--- src/rtl/bvashr_ugt_skolem_seq_if.sv ---
// bvashr_ugt_skolem_seq_if: request/result bundle for the sequential bvashr/bvugt witness search
// master drives start, pos_sel, s_in, t_in; slave returns busy, done, found, x_out
interface bvashr_ugt_skolem_seq_if #(parameter int W = 4);
  logic         start;
  logic         pos_sel;
  logic [W-1:0] s_in;
  logic [W-1:0] t_in;
  logic         busy;
  logic         done;
  logic         found;
  logic [W-1:0] x_out;
  modport master (output start, pos_sel, s_in, t_in, input busy, done, found, x_out);
  modport slave (input start, pos_sel, s_in, t_in, output busy, done, found, x_out);
endinterface

--- src/rtl/bvashr_ugt_skolem_seq.sv ---
// bvashr_ugt_skolem_seq: sequential minimal-witness search for (s >>a x) >u t or (x >>a s) >u t
// clk, rst_n (async active-low); bus.slave: start/pos_sel/s_in/t_in in, busy/done/found/x_out out
module bvashr_ugt_skolem_seq #(
  parameter int W  = 4,
  parameter int CW = W + 1
) (
  input  logic                         clk,
  input  logic                         rst_n,
  bvashr_ugt_skolem_seq_if.slave       bus
);
  typedef enum logic [1:0] {IDLE, SEARCH, DONE} state_t;
  localparam logic [CW-1:0] LAST_SHIFT = CW'(W - 1);
  localparam logic [CW-1:0] LAST_VALUE = CW'((2 ** W) - 1);
  localparam logic [W-1:0]  MAX_AMT    = W'(W - 1);
  state_t        state;
  logic [CW-1:0] cnt;
  logic [W-1:0]  s_r, t_r, x_r;
  logic          ps_r, busy_r, done_r, found_r;
  logic [W-1:0]  k, val, amt, amt_c, sh;
  logic          hit, last;
  // pos_sel=0 shifts s by k; pos_sel=1 shifts candidate k by s
  assign k     = cnt[W-1:0];
  assign val   = ps_r ? k : s_r;
  assign amt   = ps_r ? s_r : k;
  // amounts past W-1 saturate to all sign bits
  assign amt_c = (amt > MAX_AMT) ? MAX_AMT : amt;
  assign sh    = $signed(val) >>> amt_c;
  assign hit   = sh > t_r;
  assign last  = ps_r ? (cnt == LAST_VALUE) : (cnt == LAST_SHIFT);
  always_ff @(posedge clk or negedge rst_n)
    if (!rst_n) begin
      state   <= IDLE;
      cnt     <= '0;
      s_r     <= '0;
      t_r     <= '0;
      ps_r    <= 1'b0;
      busy_r  <= 1'b0;
      done_r  <= 1'b0;
      found_r <= 1'b0;
      x_r     <= '0;
    end else begin
      case (state)
        IDLE: begin
          done_r <= 1'b0;
          if (bus.start) begin
            s_r     <= bus.s_in;
            t_r     <= bus.t_in;
            ps_r    <= bus.pos_sel;
            cnt     <= '0;
            found_r <= 1'b0;
            x_r     <= '0;
            busy_r  <= 1'b1;
            state   <= SEARCH;
          end
        end
        SEARCH: begin
          // the end-of-range test comes before the increment so cnt never wraps
          if (hit || last) begin
            found_r <= hit;
            x_r     <= hit ? k : '0;
            busy_r  <= 1'b0;
            done_r  <= 1'b1;
            state   <= DONE;
          end else begin
            cnt <= cnt + 1'b1;
          end
        end
        default: begin
          done_r <= 1'b0;
          state  <= IDLE;
        end
      endcase
    end
  assign bus.busy  = busy_r;
  assign bus.done  = done_r;
  assign bus.found = found_r;
  assign bus.x_out = x_r;
endmodule
--- src/flat_wrapper.sv ---
// flat-port wrapper written by rule: the top's interface ports become plain ports
module bvashr_ugt_skolem_seq_flat 
#(
  parameter int W  = 4,
  parameter int CW = W + 1
)
  (clk, rst_n, bus_start, bus_pos_sel, bus_s_in, bus_t_in, bus_busy, bus_done, bus_found, bus_x_out);
  bvashr_ugt_skolem_seq_if #(.W(W)) bus_i ();
  input  logic clk;
  input  logic rst_n;
  input wire logic [$bits(bus_i.start)-1:0] bus_start;
  input wire logic [$bits(bus_i.pos_sel)-1:0] bus_pos_sel;
  input wire logic [$bits(bus_i.s_in)-1:0] bus_s_in;
  input wire logic [$bits(bus_i.t_in)-1:0] bus_t_in;
  output wire logic [$bits(bus_i.busy)-1:0] bus_busy;
  output wire logic [$bits(bus_i.done)-1:0] bus_done;
  output wire logic [$bits(bus_i.found)-1:0] bus_found;
  output wire logic [$bits(bus_i.x_out)-1:0] bus_x_out;
  assign bus_i.start = bus_start;
  assign bus_i.pos_sel = bus_pos_sel;
  assign bus_i.s_in = bus_s_in;
  assign bus_i.t_in = bus_t_in;
  assign bus_busy = bus_i.busy;
  assign bus_done = bus_i.done;
  assign bus_found = bus_i.found;
  assign bus_x_out = bus_i.x_out;
  bvashr_ugt_skolem_seq #(.W(W), .CW(CW)) u_core (.clk(clk), .rst_n(rst_n), .bus(bus_i));
endmodule
--- config.mk ---
export PLATFORM = sky130hd
export DESIGN_NAME = bvashr_ugt_skolem_seq_flat
export DESIGN_NICKNAME = d
export VERILOG_FILES = /design/src/rtl/bvashr_ugt_skolem_seq_if.sv /design/src/rtl/bvashr_ugt_skolem_seq.sv /design/src/flat_wrapper.sv
export SDC_FILE = /design/constraint.sdc
export NUM_CORES = 1
export LEC_CHECK = 0
export CAP_MARGIN = 20
export CELL_PAD_IN_SITES_DETAIL_PLACEMENT = 0
export CELL_PAD_IN_SITES_GLOBAL_PLACEMENT = 2
export CORE_ASPECT_RATIO = 0.75
export CORE_MARGIN = 2
export CORE_UTILIZATION = 25
export DETAILED_ROUTE_END_ITERATION = 12
export PLACE_DENSITY_LB_ADDON = 0.15
export SLEW_MARGIN = 10
export SYNTH_ARGS = -nofsm -noshare
export SYNTH_HDL_FRONTEND = slang
export SYNTH_SLANG_ARGS = --single-unit
export TNS_END_PERCENT = 30
--- constraint.sdc ---
create_clock -name clk -period 3.2 [get_ports clk]
set_clock_uncertainty 0.05 [all_clocks]
set_input_delay 0.96 -clock clk [delete_from_list [all_inputs] [get_ports clk]]
set_output_delay 0.96 -clock clk [all_outputs]
set_load 0.05 [all_outputs]
### After elaboration in Yosys (flattened, before gate mapping)

Index checks and enable logic that the tools add are counted.

| storage, ports and cells | value |
|---|---|
| bits in registers | 23 |
| input port bits | 12 |

| cells by class | value |
|---|---|
| add/subtract/negate cells | 1 |
| order comparisons | 2 |
| eq/ne operators | 6 |
| shift operators | 1 |
| muxes and demuxes | 22 |
| reductions and logical operators | 7 |

Operator list:

| cell | count |
|---|---|
| 4-bit 2-to-1 mux | 6 |
| 5-bit 2-to-1 mux | 2 |
| 5-bit case mux with 2 select lines | 1 |
| 4-bit case mux with 2 select lines | 1 |
| 1-bit 2-to-1 mux | 7 |
| 3-bit AND reduction | 2 |
| 5-bit by 1-bit adder with 5-bit output, second input constant | 1 |
| 5-bit by 2-bit == test with 1-bit output, second input constant | 1 |
| 5-bit by 4-bit == test with 1-bit output, second input constant | 1 |
| 4-bit by 2-bit greater-than comparator with 1-bit output, second input constant | 1 |
| 4-bit greater-than comparator | 1 |
| 2-bit 2-to-1 mux | 2 |
| 2-bit != test, second input constant | 2 |
| 1-bit case mux with 2 select lines | 2 |
| 2-bit case mux with 2 select lines | 1 |
| 2-bit AND reduction | 2 |
| 4-bit by 4-bit >>> shifter with 4-bit output | 1 |
| 2-bit by 1-bit == test with 1-bit output, second input constant | 1 |
| 2-bit zero test | 1 |
| 2-bit by 1-bit != test with 1-bit output, second input constant | 1 |
| 2-bit nonzero test | 1 |
| 1-bit logical OR | 1 |

### Longest topological paths before layout

Gate-level depths: netlist of run 1.

| logic depth | value |
|---|---|
| word-level depth | 8 |
| gate-level depth with buffers | 12 |
| depth with buffers taken out | 11 |

### Least setup slack after synthesis of run 1

OpenSTA, ideal clock, no wires.

| timing path | value |
|---|---|
| path kind | reg2reg |
| start point | register u_core.cnt[2] |
| end point | register u_core.cnt[4] |
| library setup time | 0.078 ns |
| data arrival time | 2.678 ns |
| data required time | 3.072 ns |
| slack | 0.394 ns |
| cell stages (with the launch flop) | 13 |
| period minus slack after synthesis | 2.806 ns |
| cells stage by stage | dfrtp_1 > buf_2 > nor3_2 > a21o_1 > nand2_1 > mux2_2 > o21ai_0 > ha_1 > nor2b_1 > o21ai_0 > a32oi_1 > or4_1 > a21oi_1 |

| between the ends | value |
|---|---|
| longest elaborated chain between the ends | 8 |
| elaborated cells on any way between the ends | 15 |

RTL lines:

| what | line | text |
|---|---|---|
| start, declared | bvashr_ugt_skolem_seq.sv:16 | `logic [CW-1:0] cnt;` |
| start signal, assigned | bvashr_ugt_skolem_seq.sv:65 | `cnt <= cnt + 1'b1;` |
| 4-bit 2-to-1 mux | bvashr_ugt_skolem_seq.sv:24 | `assign amt = ps_r ? s_r : k;` |
| 4-bit by 2-bit greater-than comparator with 1-bit output | bvashr_ugt_skolem_seq.sv:26 | `assign amt_c = (amt > MAX_AMT) ? MAX_AMT : amt;` |
| 4-bit 2-to-1 mux | bvashr_ugt_skolem_seq.sv:26 |  |
| 4-bit by 4-bit >>> shifter with 4-bit output | bvashr_ugt_skolem_seq.sv:27 | `assign sh = $signed(val) >>> amt_c;` |
| 4-bit greater-than comparator | bvashr_ugt_skolem_seq.sv:28 | `assign hit = sh > t_r;` |
| 1-bit logical OR | bvashr_ugt_skolem_seq.sv:58 | `if (hit \|\| last) begin` |
| 2-bit != test (no source line) | n/a |  |
| 3-bit AND reduction (no source line) | n/a |  |

Several ways; a longest one is shown, not always the timed one. The select of a mux whose other input is x is not followed.
A chain may end at the register's enable or synchronous reset.

### Worst setup path in the final report of run 1

| timing path | value |
|---|---|
| start point | register u_core.cnt[3] |
| end point | register u_core.cnt[4] |

The elaborated chain is that of the path after synthesis.

==> metrics.md, run 1 <==
| Metric | Value |
|---|---|
| Final nets | `166` |
| Mux cell area share after synthesis | `9.17%` |
| WL per Instance | `13.2 um` |
| Mapped Area | `0.00121 sq mm` |
| CTS max path bufs | `2` |
| Critical path launch point type | `flip-flop` |
| Post-layout util | `33.2%` |
| Number of synthesized flops with an enable pin | `0` |
| Mean Syn Cell Area | `9.49 sq um` |
| Area contributors post-synth | `dfrtp_1 47%, nand2_1 9.6%, mux2i_1 8.2%` |
| Syn. warnings | `0` |
| Clock-pin slew on the worst setup and hold paths | `0.09 ns` |
| CP endpoint kind | `flip-flop` |
| Post-DRT Antenna Nets | `0` |
| Maxcap violations | `0` |
| Congestion Overflow GR | `0` |
| Simple-gate portion of the synthesized area | `20.8%` |
| Clock latency on the worst-skew pair | `0.27 ns` |
| Pwr dens | `1080 mW/mm^2` |
| Slowest cell on crit path | `or4_1` |
| Slew Viols, Final | `0` |
| Share of synthesized flip-flops with an asynchronous set or reset | `100%` |
| Share of Yosys cell area claimed by the top area cell type | `47.4%` |
| Post-synth cell types | `32` |
| GRT Util Overall | `10.9%` |
| Maximum vdd drop | `381 uV` |
| Core ar. | `0.00457 sq mm` |
| CTS Buf Count | `3` |
| Status | `finished, final reports clean` |
| Die Wd | `84.5 um` |
| Sequential area share after synthesis | `47.4%` |
| Number of port buffers | `18` |
| M3 GR Usage | `3.75%` |
| Global placement routability congestion | `0.733` |
| Layout area overhead | `24.8%` |
| Adder-cell share of the synthesized area | `5.15%` |
| Layout fillers | `483` |
| Worst path arrival time | `3.13 ns` |
| Pre-antenna DRT Iters | `4` |
| CP Cell Sequence | `nor3_2 > a21o_1 > nand2_1 > mux2_2 > o21ai_0 > ha_1 > nor2b_1 > o21ai_1 > a32oi_2 > or4_1 > a21oi_1` |
| DR iter-0 viols | `42` |
| # IOs | `19` |
| Vias in the first global route | `917` |
| Main synth FF type | `dfrtp_1` |
| Global-route wire length before repair | `4660 um` |
| Worst Hold Class | `flip-flop to flip-flop` |
| Tightest Pin Transition | `0.578 ns` |
| Min Tclk post-route | `3.00 ns` |
| Share of layout cells above drive strength 1 | `10.1%` |
| Initial Utilization | `26.6%` |
| Worst path required time | `3.33 ns` |
| Cell Rows | `21` |
| Most Crowded Layer GR | `met2` |
| Root buf cell | `clkbuf_8` |
| Post-CTS resize count | `0` |
| Total Wirelength | `2710 um` |
| Worst setup path category | `flip-flop to flip-flop` |
| Hpwl dp | `1990 um` |
| Family with the most delay on the worst path | `simple AND/OR/NAND/NOR gates` |
| Post-CTS Setup Bufs | `0` |
| Leakage | `0.000703 uW` |
| Synth area leader | `dfrtp_1` |
| Largest net degree at the start of global routing | `24` |
| Met2 GRT Util | `15.9%` |
| Post-synthesis cell count | `128` |
| Area occupied by multi-input gates | `601 sq um` |
| Compound-cell area share of the yosys netlist | `13.7%` |
| FF/Latch Area | `577 sq um` |
| Die height | `64.4 um` |
| Met1 usage | `15.7%` |
| CP Buf/Inv Count | `0` |
| Final worst path period share | `93.6%` |
| CTS Sinks | `23` |
| Initial antenna violation count | `0` |
| Critical path's largest stage delay | `0.52 ns` |
| DIE AREA | `0.00544 sq mm` |
| Synth Area in XOR/XNOR | `0%` |
| Syn nets | `145` |
| Max-Slew Margin vs Limit | `61.5%` |
| # setup viols final | `0` |
| # DRC | `0` |
| CTS Hold Bufs | `0` |
| Hold Fails Final Rpt | `0` |
| Antenna Cells | `0` |
| Vias after detailed routing | `933` |
| Final Total Pwr | `1640 uW` |
| TritonCTS clock tree | `done` |
| Largest family of logic cells by synthesized area | `simple AND/OR/NAND/NOR gates` |
| Fmax | `334 MHz` |
| Crit path max fanout | `7` |
| Number of synthesized register bits | `23` |
| H-tree Lvls | `1` |
| Vias per cell | `4.55` |
worst register-to-register path: stages, from the launching register on:
cell and delay [ns]:
dfrtp_1 0.47, nor3_2 0.26, a21o_1 0.13, nand2_1 0.11, mux2_2 0.30, o21ai_0 0.16
ha_1 0.28, nor2b_1 0.14, o21ai_1 0.21, a32oi_2 0.13, or4_1 0.52, a21oi_1 0.15
final cells by class:
cell class / count / area share [%]
Timing Repair Buffer: 21 / 13.4
Clock inverter: 1 / 0.330
Tap cell: 57 / 4.70
Sequential cell: 23 / 38.0
Clock buffer: 3 / 2.72
Inverter: 5 / 1.24
Multi-Input combinational cell: 95 / 39.6
report_power, final:
part	internal [uW]	switching, uW	total, uW
clock	86.9	95.9	183
combinational	390	578	968
sequential	399	90.5	490
total	876	764	1640
synth_stat cells (all sizes together), types with 2 or more instances:
library cell / number
nor2: 11
inv: 5
clkbuf: 3
mux2i: 10
o21ai: 8
and2: 3
buf: 2
nor3: 3
dfrtp: 23
ha: 5
a21oi: 3
nand3: 2
a22o: 4
nand2: 31
cells by family (layout without fill, tap and decap cells):
| kind of cell | count (synthesis) | after routing |
|---|---|---|
| adder cells (fa/ha/maj) | 5 | 5 |
| AO/OA/AOI/OAI | 23 | 23 |
| AND/OR/NAND/NOR | 56 | 56 |
| buffers and inverters | 10 | 30 |
| multiplexers | 11 | 11 |
| flip-flops | 23 | 23 |
through the flow:
step | area (sq um) | hold WS (ns) | TNS [ns] | cells | worst slack, ns
after floorplan | 1210 | 0.400 | 0 | 128 | 0.394
after global placement | 1460 | 0.436 | 0 | 201 | 0.241
after detailed placement | 1460 | 0.433 | 0 | 201 | 0.0880
after CTS | 1510 | 0.454 | 0 | 205 | 0.0654
after global routing | 1520 | 0.479 | -0.0174 | 205 | -0.0174
final | 1520 | 0.455 | 0 | 205 | 0.205
worst paths after layout:
check	startpoint	endpoint	slack (ns)	cells after the start
max in group asynchronous	rst_n	u_core.ps_r$_DFFE_PN0P_	1.85	2
hold / removal	u_core.bus.x_out[3]$_DFFE_PN0P_	u_core.bus.x_out[3]$_DFFE_PN0P_	0.45	1
hold reg to reg	u_core.bus.x_out[3]$_DFFE_PN0P_	u_core.bus.x_out[3]$_DFFE_PN0P_	0.45	1
setup / recovery	u_core.cnt[3]$_DFFE_PN0P_	u_core.cnt[4]$_DFFE_PN0P_	0.20	11
setup reg to reg	u_core.cnt[3]$_DFFE_PN0P_	u_core.cnt[4]$_DFFE_PN0P_	0.20	11
min in group asynchronous	rst_n	u_core.bus.x_out[1]$_DFFE_PN0P_	1.00	2
registers in the layout, summed over array words and instances (netlist names):
| name | cells |
|---|---|
| u_core.bus.busy | 1 |
| u_core.bus.done | 1 |
| u_core.bus.found | 1 |
| u_core.bus.x_out | 4 |
| u_core.cnt | 5 |
| u_core.ps_r | 1 |
| u_core.s_r | 4 |
| u_core.state | 2 |
| u_core.t_r | 4 |
cell usage in the layout (no fill, tap or decap), types with 2 or more instances in the layout:
master and n:
a21oi_1 3, a22o_1 4, and2_1 3, buf_4 3
clkbuf_8 3, clkdlybuf4s50_1 18, dfrtp_1 22, ha_1 5
inv_1 5, mux2i_1 10, nand2_1 31, nand3_1 2
nor2_1 10, nor3_1 2, o21ai_0 7
layer usage:
| metal | up-vias | share of wire (%) |
|---|---|---|
| li1 | 482 | - |
| met1 | 435 | 53 |
| met2 | 14 | 43 |
| met3 | 2 | 3.9 |
| met4 | 0 | 0.48 |
| met5 | - | 0 |
Power figures use the tool's default switching activity.
==> inputs of run 2 (changes only) <==
- GPL_ROUTABILITY_DRIVEN: unset -> 0
- clock period: 3.2 -> 2.9 ns (I/O delays scaled with it)
==> metrics.md, run 2 (synthesized netlist as in run 1, its figures left out) <==
| Metric | Value |
|---|---|
| Status | `finished, final reports clean` |
| Min Tclk post-route | `2.78 ns` |
| WL per Instance | `13.6 um` |
| Global-route wire length before repair | `4970 um` |
| Die Wd | `84.5 um` |
| Final nets | `171` |
| Inst Count DP | `205` |
| Initial Utilization | `26.6%` |
| Critical path launch point type | `flip-flop` |
| Worst path required time | `3.01 ns` |
| Post-DRT Antenna Nets | `0` |
| Worst hold start | `u_core.t_r[0]$_DFFE_PN0P_` |
| Hold Fails Final Rpt | `0` |
| Maximum vdd drop | `352 uV` |
| Congestion Overflow GR | `0` |
| Tightest Pin Transition | `0.581 ns` |
| Number of port buffers | `18` |
| Pre-antenna DRT Iters | `4` |
| Clock latency on the worst-skew pair | `0.26 ns` |
| R2R Path End | `u_core.bus.x_out[3]$_DFFE_PN0P_` |
| # IOs | `19` |
| CTS Sinks | `23` |
| CTS Hold Bufs | `0` |
| CP endpoint kind | `flip-flop` |
| DIE AREA | `0.00544 sq mm` |
| Fmax | `360 MHz` |
| CTS max path bufs | `2` |
| Clock-pin slew on the worst setup and hold paths | `0.09 ns` |
| Final worst path period share | `95.7%` |
| Slew Viols, Final | `0` |
| Worst setup path category | `flip-flop to flip-flop` |
| DR iter-0 viols | `17` |
| H-tree Lvls | `1` |
| Crit path capture | `u_core.bus.x_out[3]$_DFFE_PN0P_` |
| Largest register by flop count | `u_core.cnt` |
| Crit path from | `u_core.ps_r$_DFFE_PN0P_` |
| Total Wirelength | `2860 um` |
| Antenna Cells | `0` |
| Max reg flops | `5` |
| Dpl ws | `0.0507 ns` |
| Setup TNS | `0 ns` |
| Most common cell after layout, fill and taps aside | `nand2_1` |
| GRT Util Overall | `11.5%` |
| Max-Slew Margin vs Limit | `61.3%` |
| Die height | `64.4 um` |
| Pwr dens | `1250 mW/mm^2` |
| TritonCTS clock tree | `done` |
| Leakage | `0.000735 uW` |
| Worst Hold Class | `flip-flop to flip-flop` |
| Root buf cell | `clkbuf_8` |
| Reg2reg setup slack | `0.12 ns` |
| RR Startpoint | `u_core.ps_r$_DFFE_PN0P_` |
| Core ar. | `0.00457 sq mm` |
| Non-Filler Instances | `210` |
| Share of layout cells above drive strength 1 | `20.3%` |
| Initial antenna violation count | `0` |
| CTS Buf Count | `3` |
| Worst path arrival time | `2.88 ns` |
| # setup viols final | `0` |
| Commonest non-fill, non-tap cells in the layout | `29 x nand2_1, 22 x dfrtp_1, 18 x clkdlybuf4s50_1` |
| Worst r2r path cells | `10` |
| Vias after detailed routing | `964` |
| Hpwl dp | `2060 um` |
| Layout area overhead | `31.6%` |
| Crit path max fanout | `5` |
| Vias in the first global route | `1,016` |
| Cell Rows | `21` |
| Maxcap violations | `0` |
| # DRC | `0` |
| Largest net degree at the start of global routing | `24` |
| Vias per cell | `4.59` |
| Final WS setup | `0.125 ns` |
## run 2: changes by cell type in the layout (fill, tap and decap cells not counted), moves of 2 or more
| cell | before | now |
|---|---|---|
| mux2i_2 | 0 | 4 |
| nand2_1 | 31 | 29 |
| buf_4 | 3 | 7 |
| mux2i_1 | 10 | 6 |
| nand2_2 | 0 | 2 |
## run 2: how the worst min path moves through the flow
stage / endpoint / depth (start not counted)
final: u_core.t_r[0]$_DFFE_PN0P_ / 2
after global routing: u_core.t_r[0]$_DFFE_PN0P_ / 2
after CTS: u_core.t_r[0]$_DFFE_PN0P_ / 2
after detailed placement: u_core.t_r[0]$_DFFE_PN0P_ / 2
after global placement: u_core.t_r[0]$_DFFE_PN0P_ / 2
after floorplan: u_core.t_r[0]$_DFFE_PN0P_ / 2
## run 2: area by class of cell
type	count	area (sq um)
inverters	5	18.8
clock inverters	1	5.00
clock buffers	3	41.3
flip-flops and latches	23	577
repair buffers	26	244
well taps	57	71.3
fillers	495	2970
multi-input cells	95	642
## run 2: timing repair
item | CTS | global route
endpoints found under the hold margin | 0 | 0
gates resized for setup | 0 | 17
buffers inserted | 0 | 1
endpoints found under the setup margin | 0 | 13
## run 2: per-stage QoR
step / instance area (sq um) / hold WS (ns) / power, uW / util (%)
finish: 1600 / 0.443 / 2000 / 35.0
floorplan: 1210 / 0.400 / 1300 / -
CTS: 1540 / 0.452 / 1850 / 33.6
global placement: 1490 / 0.432 / 1620 / 32.6
global route: 1600 / 0.466 / 2200 / 35.0
detailed placement: 1490 / 0.430 / 1640 / 32.6
## run 2: worst max-delay path, cell delays in order, from the launching register on
cell and delay, ns:
dfrtp_2 0.44, buf_6 0.15, mux2i_2 0.23, nand2_2 0.12
nor2_2 0.16, mux2i_2 0.25, ha_1 0.25, and2_1 0.18
a32o_2 0.28, a211o_1 0.36, a22o_1 0.20
## run 2: routing by layer
metal	vias to the layer above	GRT usage [%]	routed length (um)
met1	461	17.0	1480
li1	487	-	-
met4	0	1.98	18
met5	-	0	0
met2	14	16.3	1240
met3	2	4.01	121
## run 2: where the power goes
group	switching, uW	internal, uW	total, uW	leakage, uW
sequential	86.6	440	527	0.000295
combinational	717	556	1270	0.000415
clock	107	96.0	203	0.0000255
total	911	1090	2000	0.000735
